===== src/rtl/stack_lifo_ctrl.sv =====
// Parametrised LIFO stack: internal stack pointer, full/empty/count, replace-top push+pop,
// sticky overflow/underflow. Define STACK_PEEK_EN to add the combinational TopData output.
module stack_lifo_ctrl #(
   parameter int  DATA_W = 4,
   parameter int  DEPTH  = 8,
   localparam int CNT_W  = $clog2(DEPTH) + 1
) (
   input  logic              Clk,
   input  logic              Reset,
   input  logic              PushEnbl,
   input  logic              PopEnbl,
   input  logic [DATA_W-1:0] PushDataIn,
   input  logic              ClrErr,
   output logic [DATA_W-1:0] PopDataOut,
   output logic              PopValid,
   output logic              Stack_Full,
   output logic              Stack_Empty,
   output logic [CNT_W-1:0]  Count,
`ifdef STACK_PEEK_EN
   output logic [DATA_W-1:0] TopData,
`endif
   output logic              Overflow,
   output logic              Underflow
);
   localparam int AW = $clog2(DEPTH);

   logic [DATA_W-1:0] r_mem [DEPTH];
   logic [CNT_W-1:0]  r_count;
   logic [DATA_W-1:0] r_pop_data;
   logic              r_pop_valid;
   logic              r_ovf;
   logic              r_udf;

   logic              w_full;
   logic              w_empty;
   logic              w_push_ok;
   logic              w_pop_ok;
   logic              w_ovf_set;
   logic              w_udf_set;
   logic [AW-1:0]     w_rd_addr;
   logic [AW-1:0]     w_wr_addr;
   logic [CNT_W-1:0]  w_count_next;

   assign w_full    = (r_count == CNT_W'(DEPTH));
   assign w_empty   = (r_count == '0);
   // A push while full is only accepted together with a pop (replace-top).
   assign w_push_ok = PushEnbl & (~w_full | PopEnbl);
   assign w_pop_ok  = PopEnbl & ~w_empty;
   assign w_ovf_set = PushEnbl & ~PopEnbl & w_full;
   assign w_udf_set = PopEnbl & w_empty;

   assign w_rd_addr = AW'(r_count - CNT_W'(1));
   assign w_wr_addr = w_pop_ok ? w_rd_addr : r_count[AW-1:0];

   always_comb begin
      w_count_next = r_count;
      if (w_push_ok && !w_pop_ok)
         w_count_next = r_count + CNT_W'(1);
      else if (w_pop_ok && !w_push_ok)
         w_count_next = r_count - CNT_W'(1);
   end

   // Storage is deliberately not reset.
   always_ff @(posedge Clk) begin
      if (w_push_ok)
         r_mem[w_wr_addr] <= PushDataIn;
   end

   always_ff @(posedge Clk or posedge Reset) begin
      if (Reset) begin
         r_count     <= '0;
         r_pop_data  <= '0;
         r_pop_valid <= 1'b0;
         r_ovf       <= 1'b0;
         r_udf       <= 1'b0;
      end else begin
         r_count     <= w_count_next;
         r_pop_valid <= w_pop_ok;
         if (w_pop_ok)
            r_pop_data <= r_mem[w_rd_addr];
         // A new error in the same cycle as ClrErr keeps the flag set.
         if (w_ovf_set)
            r_ovf <= 1'b1;
         else if (ClrErr)
            r_ovf <= 1'b0;
         if (w_udf_set)
            r_udf <= 1'b1;
         else if (ClrErr)
            r_udf <= 1'b0;
      end
   end

   assign PopDataOut  = r_pop_data;
   assign PopValid    = r_pop_valid;
   assign Count       = r_count;
   assign Stack_Full  = w_full;
   assign Stack_Empty = w_empty;
   assign Overflow    = r_ovf;
   assign Underflow   = r_udf;

`ifdef STACK_PEEK_EN
   assign TopData = w_empty ? '0 : r_mem[w_rd_addr];
`endif
endmodule

===== config.mk =====
export PLATFORM = sky130hd
export DESIGN_NAME = stack_lifo_ctrl
export DESIGN_NICKNAME = d
export VERILOG_FILES = /design/src/rtl/stack_lifo_ctrl.sv
export SDC_FILE = /design/constraint.sdc
export NUM_CORES = 1
export LEC_CHECK = 0
export CAP_MARGIN = 40
export CORE_MARGIN = 3
export CORE_UTILIZATION = 35
export DETAILED_ROUTE_END_ITERATION = 16
export GPL_ROUTABILITY_DRIVEN = 0
export PLACE_DENSITY = 0.58
export SYNTH_ARGS = -nofsm -noshare
export SYNTH_HDL_FRONTEND = slang
export SYNTH_SLANG_ARGS = --single-unit

===== constraint.sdc =====
create_clock -name Clk -period 3.6 [get_ports Clk]
set_clock_uncertainty 0.15 [all_clocks]
set_input_delay 0.9 -clock Clk [delete_from_list [all_inputs] [get_ports Clk]]
set_output_delay 0.9 -clock Clk [all_outputs]
set_load 0.1 [all_outputs]

==> metrics.txt <==
first-pass GRT wire length=5730 µm; Setup Fix Bufs, Post-CTS=0; dpl cells=approximately 220; Synth Flop Type=edfxtp_1; Slew @ Worst Pin=0.562 ns; critical-path cell list=inv_1, ha_1, nand2b_1, nor2_2, buf_12; routed len/inst=15.2 µm; endpoint class of the critical path=output port; core area=5240 µm²; most common cell after layout, fill and taps aside=edfxtp_1; Synth Warn #=0; total gr overflow=0; crit path time final=3.01 ns; mapped cell area=a little under 2000 µm²; FF-to-FF setup slack=0.85 ns; initial DRC count=25; Antenna diodes=0; Syn Area/Cell=14.5 µm²; status=finished, final reports clean; Slowest-stage cell, CP=dfrtp_1; TritonCTS Buffers=5; vias in the first global route=1130; Setup CP Type=flip-flop to output port; Vias/cell=5.00; Slew Limit Fails=0; HP Class=flip-flop to flip-flop; residual DRC count=0; Post-synth EDFFs=32; crit path DAT=1.96 ns; Die Ht=a little over 80 µm; slew margin rel.=a little over three fifths; Worst Reg-to-Reg Cells=8; Initial Util=a little under two fifths; Area Growth Syn to Fin=16.7%; Cell variety after synth=37; Synth Register Bits=43; clk sinks=43; CTS Root Cell=clkbuf_8; Setup-failing EPs final=0; CP Max Fanout=10; Worst-Skew Late Latency=0.29 ns; Ports=22; hold buffers post-CTS=0; antenna violations before repair=0; Fin. Hold Viols=0; share of cells above drive strength 1=~18%; setup_tns=0 ns; vias=approximately 1100; 1st-pass router iterations=4; die width=80.4 µm; WHS Path Cells=2; clock slew at reported path FFs=0.07 ns; Req. time, crit path=2.55 ns; post-DP HPWL=around 2600 µm; Post-Syn Instances=134; CTS tree=yes; Max Fclk=0.332 GHz; register area share after synthesis=63.8%; Final Cycle Share=83.7%; fin cells=227; max cap viols=0; most frequent cells in the layout=32 x edfxtp_1, 14 x buf_4, 11 x dfrtp_1; largest net degree at the start of global routing=17; crit start category=flip-flop; post-route ant nets=0; nets=between 150 and 200; Critical Path Max Stage Delay=0.49 ns; Syn Nets=146; Detailed Route WL=~3400 µm; row cnt=26; RSZ-0062 raised after global routing=false; H-tree depth=2; PortBufs=21; async set or reset register ratio after synthesis=25.6%; Clock Tree Buf Depth=2; die area=between 6000 and 7000 µm²; post-CTS resize count=0; gr usage total=~12%
==> flip-flops by register name, indices dropped and copies added (netlist names) <==
name and count:
Count 4, PopValid 1, Underflow 1, PopDataOut 4, Overflow 1, r_mem 32
==> Yosys cell counts, drive strengths merged (2+ instances only) <==
library cell	instances	area, µm²
edfxtp	32	961
dfrtp	11	275
a21oi	9	45.0
nand2	9	33.8
inv	8	30.0
mux4	8	188
nor2	6	22.5
buf	5	46.3
a22oi	4	30.0
nand2b	4	25.0
o21ai	4	20.0
clkbuf	3	11.3
ha	3	37.5
nand4	3	18.8
xor2	3	26.3
nand3	2	10.0
nor2b	2	12.5
o21bai	2	15.0
xnor2	2	17.5
==> final timing paths <==
check	endpoint	start
worst max register to register	Count[3]	Count[1]
min in group asynchronous	PopDataOut[2]	Reset
worst max-delay path	Stack_Empty	Count[1]
worst min-delay path	PopDataOut[1]	PopDataOut[1]
worst min register to register	PopDataOut[1]	PopDataOut[1]
max in group asynchronous	PopDataOut[1]	Reset
==> metrics by stage <==
step	worst slack, ns	util [%]	area [µm²]	hold WS (ns)
after floorplan	0.170	-	1940	0.499
after global placement	0.654	41.5	2180	0.304
after detailed placement	0.614	41.5	2180	0.317
after CTS	0.609	43.2	2260	0.334
after global routing	0.459	43.2	2260	0.380
final	0.588	43.2	2260	0.323
==> cell families (layout without fill, tap and decap cells) <==
kind of cell	count (synthesis)	after routing	share of synthesized area (%)
adder cells (fa/ha/maj)	3	3	1.94
multiplexers	9	9	10.2
XOR/XNOR	5	5	2.26
buffers and inverters	16	39	4.52
AND/OR/NAND/NOR	32	32	8.52
flip-flops	43	43	63.8
AO/OA/AOI/OAI	26	26	8.78
==> metal layers <==
metal | vias up | global-route usage (%) | share of wire, %
li1 | 549 | - | -
met1 | 558 | 16.7 | 48
met2 | 23 | 17.7 | 46
met3 | 4 | 4.26 | 4.6
met4 | 0 | 4.22 | 1.3
met5 | - | 0 | 0
==> area by class of cell <==
type                    instances  area, µm²
flip-flops and latches         43       1240
multi-input cells              75        617
clock inverters                 2       12.5
fillers                       477       2980
repair buffers                 23        205
well taps                      70       87.6
clock buffers                   6       72.6
inverters                       8       30.0
==> worst max-delay path, delay by kind of cell, from the launching register on <==
family        cells  cell delay (ns)
flops             1             0.49
simple gates      2             0.46
fa+ha+maj         1             0.37
buf+inv           2             0.35
Power is not shown: default switching activity piles up to over one toggle a cycle in this logic, so the estimate is an artifact.
